**src/rtl/csr_file.sv**
```systemverilog
`default_nettype none
// ============================================================================
// Module   : csr_file
// Brief    : Machine-mode CSR storage for the RV32IM core: combinational read,
//            write-back from the CSR unit, 64-bit counters, trap/mret updates.
// Revision : 1.0 - initial release
// ============================================================================
module csr_file #(
    parameter logic [31:0] HART_ID  = 32'h0000_0000,
    parameter logic [31:0] MISA_VAL = 32'h4000_1100
) (
    input  logic        clk,
    input  logic        reset,
    input  logic [11:0] csr_raddr_i,
    output logic [31:0] csr_rdata_o,
    input  logic [11:0] csr_waddr_i,
    input  logic [31:0] csr_wdata_i,
    input  logic        csr_w_en_i,
    output logic        illegal_o,
    input  logic        retire_i,
    input  logic        trap_i,
    input  logic [31:0] trap_cause_i,
    input  logic [31:0] trap_pc_i,
    input  logic [31:0] trap_val_i,
    input  logic        mret_i,
    output logic [31:0] mtvec_o,
    output logic [31:0] mepc_o,
    output logic        mie_o
);

    localparam logic [11:0] c_ADDR_MSTATUS   = 12'h300;
    localparam logic [11:0] c_ADDR_MISA      = 12'h301;
    localparam logic [11:0] c_ADDR_MIE       = 12'h304;
    localparam logic [11:0] c_ADDR_MTVEC     = 12'h305;
    localparam logic [11:0] c_ADDR_MSCRATCH  = 12'h340;
    localparam logic [11:0] c_ADDR_MEPC      = 12'h341;
    localparam logic [11:0] c_ADDR_MCAUSE    = 12'h342;
    localparam logic [11:0] c_ADDR_MTVAL     = 12'h343;
    localparam logic [11:0] c_ADDR_MIP       = 12'h344;
    localparam logic [11:0] c_ADDR_MCYCLE    = 12'hB00;
    localparam logic [11:0] c_ADDR_MINSTRET  = 12'hB02;
    localparam logic [11:0] c_ADDR_MCYCLEH   = 12'hB80;
    localparam logic [11:0] c_ADDR_MINSTRETH = 12'hB82;
    localparam logic [11:0] c_ADDR_CYCLE     = 12'hC00;
    localparam logic [11:0] c_ADDR_INSTRET   = 12'hC02;
    localparam logic [11:0] c_ADDR_CYCLEH    = 12'hC80;
    localparam logic [11:0] c_ADDR_INSTRETH  = 12'hC82;
    localparam logic [11:0] c_ADDR_MHARTID   = 12'hF14;

    localparam logic [31:0] c_MIE_MASK   = 32'h0000_0888;
    localparam logic [31:0] c_ALIGN_MASK = 32'hFFFF_FFFC;
    localparam logic [1:0]  c_MPP_M      = 2'b11;

    // ------------------------------------------------------------------------
    // State
    // ------------------------------------------------------------------------
    logic        mstatus_mie_q,  mstatus_mie_d;
    logic        mstatus_mpie_q, mstatus_mpie_d;
    logic [31:0] mie_q,          mie_d;
    logic [31:0] mtvec_q,        mtvec_d;
    logic [31:0] mscratch_q,     mscratch_d;
    logic [31:0] mepc_q,         mepc_d;
    logic [31:0] mcause_q,       mcause_d;
    logic [31:0] mtval_q,        mtval_d;
    logic [63:0] mcycle_q,       mcycle_d;
    logic [63:0] minstret_q,     minstret_d;

    logic [31:0] w_mstatus;
    logic [31:0] w_rdata;
    logic        w_rd_valid;
    logic        w_wr_legal;
    logic        w_wr_en;

    assign w_mstatus = {19'b0, c_MPP_M, 3'b0, mstatus_mpie_q, 3'b0, mstatus_mie_q, 3'b0};

    // ------------------------------------------------------------------------
    // Read path
    // ------------------------------------------------------------------------
    always_comb begin
        w_rdata    = 32'h0;
        w_rd_valid = 1'b1;
        case (csr_raddr_i)
            c_ADDR_MSTATUS:   w_rdata = w_mstatus;
            c_ADDR_MISA:      w_rdata = MISA_VAL;
            c_ADDR_MIE:       w_rdata = mie_q;
            c_ADDR_MTVEC:     w_rdata = mtvec_q;
            c_ADDR_MSCRATCH:  w_rdata = mscratch_q;
            c_ADDR_MEPC:      w_rdata = mepc_q;
            c_ADDR_MCAUSE:    w_rdata = mcause_q;
            c_ADDR_MTVAL:     w_rdata = mtval_q;
            c_ADDR_MIP:       w_rdata = 32'h0;
            c_ADDR_MCYCLE,
            c_ADDR_CYCLE:     w_rdata = mcycle_q[31:0];
            c_ADDR_MCYCLEH,
            c_ADDR_CYCLEH:    w_rdata = mcycle_q[63:32];
            c_ADDR_MINSTRET,
            c_ADDR_INSTRET:   w_rdata = minstret_q[31:0];
            c_ADDR_MINSTRETH,
            c_ADDR_INSTRETH:  w_rdata = minstret_q[63:32];
            c_ADDR_MHARTID:   w_rdata = HART_ID;
            default: begin
                w_rdata    = 32'h0;
                w_rd_valid = 1'b0;
            end
        endcase
    end

    // ------------------------------------------------------------------------
    // Write legality
    // ------------------------------------------------------------------------
    always_comb begin
        w_wr_legal = 1'b0;
        case (csr_waddr_i)
            c_ADDR_MSTATUS,
            c_ADDR_MIE,
            c_ADDR_MTVEC,
            c_ADDR_MSCRATCH,
            c_ADDR_MEPC,
            c_ADDR_MCAUSE,
            c_ADDR_MTVAL,
            c_ADDR_MCYCLE,
            c_ADDR_MCYCLEH,
            c_ADDR_MINSTRET,
            c_ADDR_MINSTRETH: w_wr_legal = 1'b1;
            default:          w_wr_legal = 1'b0;
        endcase
    end

    // Trap and mret both pre-empt a software write in the same cycle.
    assign w_wr_en = csr_w_en_i & w_wr_legal & ~trap_i & ~mret_i;

    // ------------------------------------------------------------------------
    // Counters: a software write to one half freezes the whole counter that cycle
    // ------------------------------------------------------------------------
    always_comb begin
        mcycle_d = mcycle_q + 64'd1;
        if (w_wr_en && (csr_waddr_i == c_ADDR_MCYCLE)) begin
            mcycle_d = {mcycle_q[63:32], csr_wdata_i};
        end else if (w_wr_en && (csr_waddr_i == c_ADDR_MCYCLEH)) begin
            mcycle_d = {csr_wdata_i, mcycle_q[31:0]};
        end
    end

    always_comb begin
        minstret_d = retire_i ? (minstret_q + 64'd1) : minstret_q;
        if (w_wr_en && (csr_waddr_i == c_ADDR_MINSTRET)) begin
            minstret_d = {minstret_q[63:32], csr_wdata_i};
        end else if (w_wr_en && (csr_waddr_i == c_ADDR_MINSTRETH)) begin
            minstret_d = {csr_wdata_i, minstret_q[31:0]};
        end
    end

    // ------------------------------------------------------------------------
    // Architectural register update: trap > mret > software write
    // ------------------------------------------------------------------------
    always_comb begin
        mstatus_mie_d  = mstatus_mie_q;
        mstatus_mpie_d = mstatus_mpie_q;
        mie_d          = mie_q;
        mtvec_d        = mtvec_q;
        mscratch_d     = mscratch_q;
        mepc_d         = mepc_q;
        mcause_d       = mcause_q;
        mtval_d        = mtval_q;

        if (trap_i) begin
            mepc_d         = trap_pc_i & c_ALIGN_MASK;
            mcause_d       = trap_cause_i;
            mtval_d        = trap_val_i;
            mstatus_mpie_d = mstatus_mie_q;
            mstatus_mie_d  = 1'b0;
        end else if (mret_i) begin
            mstatus_mie_d  = mstatus_mpie_q;
            mstatus_mpie_d = 1'b1;
        end else if (w_wr_en) begin
            case (csr_waddr_i)
                c_ADDR_MSTATUS: begin
                    mstatus_mie_d  = csr_wdata_i[3];
                    mstatus_mpie_d = csr_wdata_i[7];
                end
                c_ADDR_MIE:      mie_d      = csr_wdata_i & c_MIE_MASK;
                c_ADDR_MTVEC:    mtvec_d    = csr_wdata_i & c_ALIGN_MASK;
                c_ADDR_MSCRATCH: mscratch_d = csr_wdata_i;
                c_ADDR_MEPC:     mepc_d     = csr_wdata_i & c_ALIGN_MASK;
                c_ADDR_MCAUSE:   mcause_d   = csr_wdata_i;
                c_ADDR_MTVAL:    mtval_d    = csr_wdata_i;
                default: ;
            endcase
        end
    end

    always_ff @(posedge clk) begin
        if (reset) begin
            mstatus_mie_q  <= 1'b0;
            mstatus_mpie_q <= 1'b0;
            mie_q          <= 32'h0;
            mtvec_q        <= 32'h0;
            mscratch_q     <= 32'h0;
            mepc_q         <= 32'h0;
            mcause_q       <= 32'h0;
            mtval_q        <= 32'h0;
            mcycle_q       <= 64'h0;
            minstret_q     <= 64'h0;
        end else begin
            mstatus_mie_q  <= mstatus_mie_d;
            mstatus_mpie_q <= mstatus_mpie_d;
            mie_q          <= mie_d;
            mtvec_q        <= mtvec_d;
            mscratch_q     <= mscratch_d;
            mepc_q         <= mepc_d;
            mcause_q       <= mcause_d;
            mtval_q        <= mtval_d;
            mcycle_q       <= mcycle_d;
            minstret_q     <= minstret_d;
        end
    end

    // ------------------------------------------------------------------------
    // Outputs
    // ------------------------------------------------------------------------
    assign csr_rdata_o = w_rdata;
    assign illegal_o   = ~w_rd_valid | (csr_w_en_i & ~w_wr_legal);
    assign mtvec_o     = mtvec_q;
    assign mepc_o      = mepc_q;
    assign mie_o       = mstatus_mie_q;

endmodule
`default_nettype wire

```
**config.mk**
```make
export PLATFORM = sky130hd
export DESIGN_NAME = csr_file
export DESIGN_NICKNAME = d
export VERILOG_FILES = /design/src/rtl/csr_file.sv
export SDC_FILE = /design/constraint.sdc
export NUM_CORES = 1
export LEC_CHECK = 0
export BUFFER_PORTS_ARGS = -buffer_cell sky130_fd_sc_hd__buf_2
export CAP_MARGIN = 20
export CORE_ASPECT_RATIO = 0.6
export CORE_MARGIN = 5
export CORE_UTILIZATION = 39
export DETAILED_ROUTE_END_ITERATION = 8
export MAX_ROUTING_LAYER = met4
export PLACE_DENSITY_LB_ADDON = 0.1
export SYNTH_ARGS = -nofsm -noshare
export SYNTH_HDL_FRONTEND = slang
export SYNTH_SLANG_ARGS = --single-unit
```
**constraint.sdc**
```tcl
create_clock -name clk -period 7.9 [get_ports clk]
set_clock_uncertainty 0.2 [all_clocks]
set_input_delay 1.58 -clock clk [delete_from_list [all_inputs] [get_ports clk]]
set_output_delay 1.58 -clock clk [all_outputs]
set_load 0.005 [all_outputs]
```
# Yosys cells after proc, flatten, opt, wreduce, memory -nomap -nowiden
# Index checks and enable logic that the tools add are counted.
# word_totals
regBits	289
latchBits	0
ramBits	0
rom_bits	0
in_bits	158
output_inout_bits	98
elab_cells	114
mem_count	0
# classes
add_sub_neg	2
n_mul	0
n_div	0
magnitude_cmp	0
eq_ne	32
shifts	0
n_mux	27
n_bitwise	10
reduce_logical	31
# op_table
op	n
$mux 32	14
$pmux 32 s12	1
$eq 12x10->1 const B	16
$mux 64	3
$eq 12x12->1 const B	13
$add 64x1->64 const B	2
$reduce_or 18->1	1
$reduce_bool 2->1	8
$reduce_and 4->1	3
$reduce_or 11->1	1
$reduce_or 2->1	5
$mux 1	9
$reduce_and 3->1	3
$reduce_and 2->1	4
$ne 2x2->1 const B	3
$reduce_bool 3->1	2
$not 1->1	5
$and 1x1->1	4
$logic_and 1x1->1	4
$or 1x1->1	1

# Logic depth before layout (Yosys ltp)
# Gate-level depths: netlist of the first run.
# logic_depth
ltp_word	9
depth_mapped	9
depth_no_buf	7

# Least setup slack after synthesis of the first run
# Ideal clock, no wire load.
# synth_timing
path_kind	input-to-output
startpoint	input csr_raddr_i[5]
endpoint	output csr_rdata_o[14]
arrival_time_ns	3.369
required_time_ns	6.120
setup_slack_ns	2.751
stages	7
n_path_buf	1
path_cell_list	nor4b_1 -> or2b_1 -> nor3_4 -> buf_4 -> a222oi_1 -> and3_1 -> nand3_1
# synth_between
elab_chain_cells	3
elab_cells_between_ends	21
classes_between	16 x eq/ne; 1 x mux; 4 x reduce/logical
# synth_rtl
element	line	source
start: declaration	14	input logic [11:0] csr_raddr_i,
$eq 12x12->1	82	case (csr_raddr_i)
$reduce_or 2->1, on equally long branches	n/a	
$pmux 32 s12 *	82	
end: declaration	15	output logic [31:0] csr_rdata_o,
# Mark *: on every way between the ends. The rest lies on a longest branch, timed or not.

# Worst setup path in the final report of the first run
# layout_timing
startpoint	input csr_raddr_i[5]
endpoint	output csr_rdata_o[24]
# The elaborated chain is that of the path after synthesis.

==> results of run 1 <==
==> synthesized netlist by cell type, drive strengths merged, types with 5 or more instances <==
| cell type | count | share of area [%] |
|---|---|---|
| buf | 64 | 2.2 |
| a221oi | 5 | 0.26 |
| o22ai | 6 | 0.22 |
| nand2 | 354 | 7.8 |
| mux2 | 31 | 2.0 |
| xnor2 | 41 | 2.1 |
| o211ai | 11 | 0.59 |
| a22oi | 41 | 1.8 |
| or3 | 9 | 0.33 |
| nand3 | 82 | 2.4 |
| or4 | 8 | 0.35 |
| nor4b | 9 | 0.64 |
| o21ai | 122 | 3.6 |
| nor2b | 6 | 0.22 |
| a222oi | 57 | 3.3 |
| a31oi | 16 | 0.59 |
| nor3 | 68 | 2.2 |
| and3 | 57 | 2.1 |
| a211oi | 46 | 2.0 |
| nor2 | 151 | 3.3 |
| nor3b | 13 | 0.60 |
| a211o | 8 | 0.41 |
| dfxtp | 289 | 34 |
| a21oi | 155 | 4.5 |
| inv | 20 | 0.44 |
| and2 | 92 | 3.4 |
| nand4 | 55 | 2.1 |
| and4 | 24 | 1.2 |
| xor2 | 8 | 0.41 |
| nor4 | 35 | 1.8 |
| clkbuf | 133 | 2.9 |
| mux2i | 116 | 6.8 |
==> power by group through the flow <==
| stage | Combinational, W | Clock [W] | Sequential [W] |
|---|---|---|---|
| floorplan | 0.000135 | 0 | 0.00154 |
| global placement | 0.000246 | 0 | 0.00154 |
| detailed placement | 0.000249 | 0 | 0.00154 |
| CTS | 0.000250 | 0.00165 | 0.00151 |
| global route | 0.000271 | 0.00170 | 0.00151 |
| finish | 0.000253 | 0.00163 | 0.00151 |
==> sequential cells by signal, summed over array words and instances, names as in the netlist, 3 cells and up <==
register / flops
mie_q: 3
minstret_q: 64
mtvec_o: 30
mtval_q: 32
mscratch_q: 32
mcycle_q: 64
mepc_o: 30
mcause_q: 32
==> worst max-delay path: stages <==
cell and delay, ns:
buf_2 0.12, nor4b_1 0.90, or2b_1 0.44, nor3_4 0.60, buf_4 0.39, nand2_1 0.10
and3_1 0.25, nand3_1 0.14, buf_2 0.14
==> cell families after synthesis <==
family / count (synthesis)
DFF: 289
muxes: 147
adders and majority gates: 2
and+or+nand+nor: 991
buffers and inverters: 218
xor gates and xnor gates: 49
AOI/OAI and AO/OA: 502
other: 1
==> final cells by class <==
cell class	instances	share of cell area [%]
Inverter	21	0.408
Timing Repair Buffer	284	7.84
Clock inverter	11	1.06
Tap cell	579	3.69
Antenna cell	2	0.0255
Sequential cell	289	29.5
Clock buffer	44	4.51
Multi-Input combinational cell	1695	53.0
==> worst max path at each step <==
stage               cells after the start  slack, ns         endpoint           start
global route                            9       1.33  csr_rdata_o[23]  csr_raddr_i[5]
detailed placement                      9       1.52  csr_rdata_o[24]  csr_raddr_i[5]
floorplan                               7       2.75  csr_rdata_o[14]  csr_raddr_i[5]
global placement                        9       1.62  csr_rdata_o[21]  csr_raddr_i[5]
CTS                                     9       1.53  csr_rdata_o[24]  csr_raddr_i[5]
finish                                  9       1.44  csr_rdata_o[24]  csr_raddr_i[5]
==> routing by layer <==
metal  vias up  GRT usage (%)
met5         -              -
met4         0           6.63
met2       894           46.1
met3       100           5.65
li1       8289              -
met1      8917           46.4
==> stage by stage <==
stage	hold slack, ns	power, W
finish	0.252	0.00340
global route	0.269	0.00349
CTS	0.252	0.00341
detailed placement	0.245	0.00179
global placement	0.237	0.00179
floorplan	0.229	0.00167
==> reports/summary.txt, run 1 <==
Slew Limit Headroom - 29.1%
first-pass GRT wire length - 113,000 µm
WL/cell - 26.8 µm
design area - 19,600 µm²
post-synthesis mux area share - 8.85%
hold_buf cts - 0
Ports - 256
Reg-to-Reg End - mcycle_q[42]
DR WL met2 - 33,500 µm
yosys warns - 0
synthesized area - 17,100 µm²
Mean Syn Cell Area - 7.76 µm²
Final nets - 2,482
worst min path class - reg2reg
Pwr Density - 173 nW/µm²
min cycle time layout - 6.46 ns
CTS H-tree depth - 1
Area Growth Syn to Fin - 15.0%
final hold violations - 0
Congestion Overflow GR - 0
TNS Setup - 0 ns
M1 WL - 36,200 µm
commonest non-fill, non-tap cell in the layout - nand2_1
Finished Core Util - 45.4%
Die Ht - 172 µm
worst r2r path cells - 7
EDFF count, synth - 0
Root Driver - clkbuf_16
via/cell ratio - 6.22
Syn Inst Count - 2,199
antenna-violating nets left - 0
FF+latch count, synth - 289
complex-gate fraction of the synthesized area - 19.1%
DP HPWL - 57,600 µm
worst flop-to-flop path startpoint - mcycle_q[1]
Min-Delay Startpoint - mscratch_q[27]
final setup margin - 1.44 ns
Die Area - 48,200 µm²
core region area - 43,300 µm²
largest family of logic cells by synthesized area - simple AND/OR/NAND/NOR gates
Seq pwr share - 44.5%
Starting Density - 39.4%
crit path DAT - 4.68 ns
Max Root-Sink Buffers - 3
Max-cap violations - 0
Place WS - 1.52 ns
critical path class - in2out
f_max - 0.155 GHz
Fill cells - 4,378
Max VDD drop - 0.135 mV
Post-synth ARST share - 0%
CTS tree - done
share of post-route cells with drive strength above 1 - 17.2%
Finished Layout Cells - 2,925
Register Area - 5790 µm²
Die W - 280 µm
CTS buffer count - 31
final wirelength - 78,400 µm
placed cell count - 2,864
Site Rows - 59
gr usage total - 31.8%
LEAKAGE - 7.56 nW
Seq/Total Area, Yosys - 33.9%
dominant synthesized flop cell - dfxtp_1
Area after DPL - 18,500 µm²
initial antenna violation count - 2
Setup Buffers After CTS - 0
Internal - 0.00254 W
metal3 WL - 6970 µm
fin crit share - 81.8%
R2R Setup Slk - 4.39 ns
initial DRC count - 2,524
post-synthesis cell type count - 81
Placer Congestion - 1.00
status - complete, no violations
RSZ-0062 raised after global routing - no
Gate power share - 7.4%
CP required - 6.12 ns
fin. max-slew vios - 0
most frequent cells in the layout - nand2_1, dfxtp_1, buf_2, a21oi_1, nor2_1
Sw Pwr - 0.000853 W
post-cts sizing count - 0
Hold EP - mscratch_q[27]
clk_lat worst skew - 0.59 ns
iteration count of the initial detailed-routing pass - 9
clk slew on worst S/H paths - 0.07 ns
vias in the first global route - 16,300
max layer used - met4
critical path startpoint category - input pin
critical path peak fanout - 19
hold path depth - 2
clock power share - 48.1%
Net Sw Frac - 25.1%
Post-Synth XOR/XNOR Area - 2.52%
CP Capture Type - primary output
# setup viols final - 0
port bufs - 249
# clock sinks - 289
largest net degree at the start of global routing - 94
post-synthesis adder-cell area fraction - 0.147%
Worst-Margin Slew - 1.06 ns
multi-input logic area - 10,400 µm²
vias - 18,200
simple-gate share of the synthesized area - 29.8%
Post-route DRC - 0
No activity file was read; power rests on OpenSTA's default activity.
==> run 2, diff against run 1 <==
Clock period 7.9 ns to 5.86 ns, I/O delays scaled along.
==> reports/summary.txt, run 2 (same netlist as run 1, synthesis figures left out) <==
# setup viols final - 0
Congestion Overflow GR - 0
final hold violations - 0
Design Power - 0.00464 W
critical path startpoint category - input pin
TNS Setup - 0 ns
delay-heaviest family, CP - simple AND/OR/NAND/NOR gates
Area after DPL - 18,600 µm²
WL/cell - 27.1 µm
CTS buffer count - 31
Buf+Inv Stages, Crit Path - 3
Slew Limit Headroom - 19.7%
# clock sinks - 289
CTS tree - done
critical path class - in2out
largest net degree at the start of global routing - 91
commonest non-fill, non-tap cell in the layout - nand2_1
vias in the first global route - 16,300
fin crit share - 86.8%
core region area - 43,300 µm²
Post-route DRC - 7
DP HPWL - 58,500 µm
Gate power share - 7.4%
Finished Layout Cells - 2,941
Crit path largest cell delay - 0.53 ns
Worst-Margin Slew - 1.20 ns
Internal - 0.00346 W
failing checks - design-rule violations
hold_buf cts - 0
Seq pwr share - 43.9%
Critical-path top delay cell - and3_1
CP cell instances - buf_2 -> or3b_2 -> a211oi_1 -> and3_1 -> buf_4 -> nand2_1 -> and3_1 -> nand3_1 -> buf_2
Sw Pwr - 0.00118 W
Die Ht - 172 µm
final wirelength - 79,800 µm
Pwr Density - 235 nW/µm²
Net Sw Frac - 25.4%
most frequent cells in the layout - nand2_1, dfxtp_1, buf_2, a21oi_1, nor2_1
design area - 19,800 µm²
initial DRC count - 2,578
clk slew on worst S/H paths - 0.07 ns
Ports - 256
f_max - 0.197 GHz
clock power share - 48.8%
clk_lat worst skew - 0.60 ns
min cycle time layout - 5.08 ns
biggest regs - mcycle_q: 64 flops, minstret_q: 64 flops
port bufs - 249
Max-cap violations - 0
vias - 18,300
CTS H-tree depth - 1
iteration count of the initial detailed-routing pass - 9
Root Driver - clkbuf_16
status - finished with violations
CP Capture Type - primary output
Die W - 280 µm
LEAKAGE - 7.63 nW
Die Area - 48,200 µm²
initial antenna violation count - 4
RSZ-0062 raised after global routing - no
first-pass GRT wire length - 115,000 µm
CP required - 4.49 ns
Site Rows - 59
via/cell ratio - 6.22
Starting Density - 39.4%
post-cts sizing count - 0
Area Growth Syn to Fin - 15.8%
critical path peak fanout - 21
crit path DAT - 3.71 ns
worst min path class - reg2reg
share of post-route cells with drive strength above 1 - 17.9%
gr usage total - 32.3%
placed cell count - 2,880
Setup Buffers After CTS - 0
Max VDD drop - 0.167 mV
Placer Congestion - 0.967
Max Root-Sink Buffers - 3
fin. max-slew vios - 0
Final nets - 2,496
antenna-violating nets left - 0
## run 2: cell types whose count changed in the layout (fill, tap and decap cells not counted), sizes merged
cell / delta
clkinv: +4
inv: +1
clkbuf: -10
clkinvlp: +4
buf: +15
bufinv: +2
## run 2: cell type report
| type | count | area (µm²) |
|---|---|---|
| Multi-Input combinational cell | 1695 | 10400 |
| Antenna cell | 2 | 5.00 |
| Clock buffer | 35 | 801 |
| Clock inverter | 22 | 339 |
| Inverter | 21 | 78.8 |
| Tap cell | 579 | 724 |
| Fill cell | 4367 | 23500 |
| Timing Repair Buffer | 298 | 1640 |
| Sequential cell | 289 | 5790 |
## run 2: stage by stage
step / utilization, % / hold WS [ns] / worst slack [ns]
4_1_cts: 45.6 / 0.253 / 0.774
5_1_grt: 45.7 / 0.268 / 0.678
3_5_place_dp: 43.0 / 0.244 / 0.772
2_1_floorplan: - / 0.229 / 1.53
3_3_place_gp: 43.0 / 0.237 / 0.798
6_report: 45.7 / 0.252 / 0.776
## run 2: final timing paths
check / slack, ns / end / start / cells past startpoint
worst max-delay path: 0.78 / csr_rdata_o[25] / csr_raddr_i[8] / 9
worst min register to register: 0.25 / mscratch_q[17] / mscratch_q[17] / 2
worst min-delay path: 0.25 / mscratch_q[17] / mscratch_q[17] / 2
worst max register to register: 2.54 / mcycle_q[44] / mcycle_q[0] / 7
## run 2: layer usage
| layer | track usage, % | vias up | part of all wire [%] |
|---|---|---|---|
| met4 | 6.90 | 0 | 2.3 |
| met2 | 46.8 | 892 | 43 |
| met1 | 47.5 | 8986 | 47 |
| met3 | 5.13 | 111 | 8.2 |
| li1 | - | 8296 | - |
| met5 | - | - | 0 |
## run 2: worst min-delay path, cell delays in order, from the launching register on
cell and delay, ns:
dfxtp_1 0.31, nand2_1 0.05, a21oi_1 0.05
## run 2: power groups by stage
stage | clock, W | combinational [W] | sequential (W)
global placement | 0 | 0.000334 | 0.00208
floorplan | 0 | 0.000182 | 0.00207
detailed placement | 0 | 0.000336 | 0.00208
CTS | 0.00229 | 0.000338 | 0.00204
finish | 0.00226 | 0.000343 | 0.00204
global route | 0.00237 | 0.000368 | 0.00204
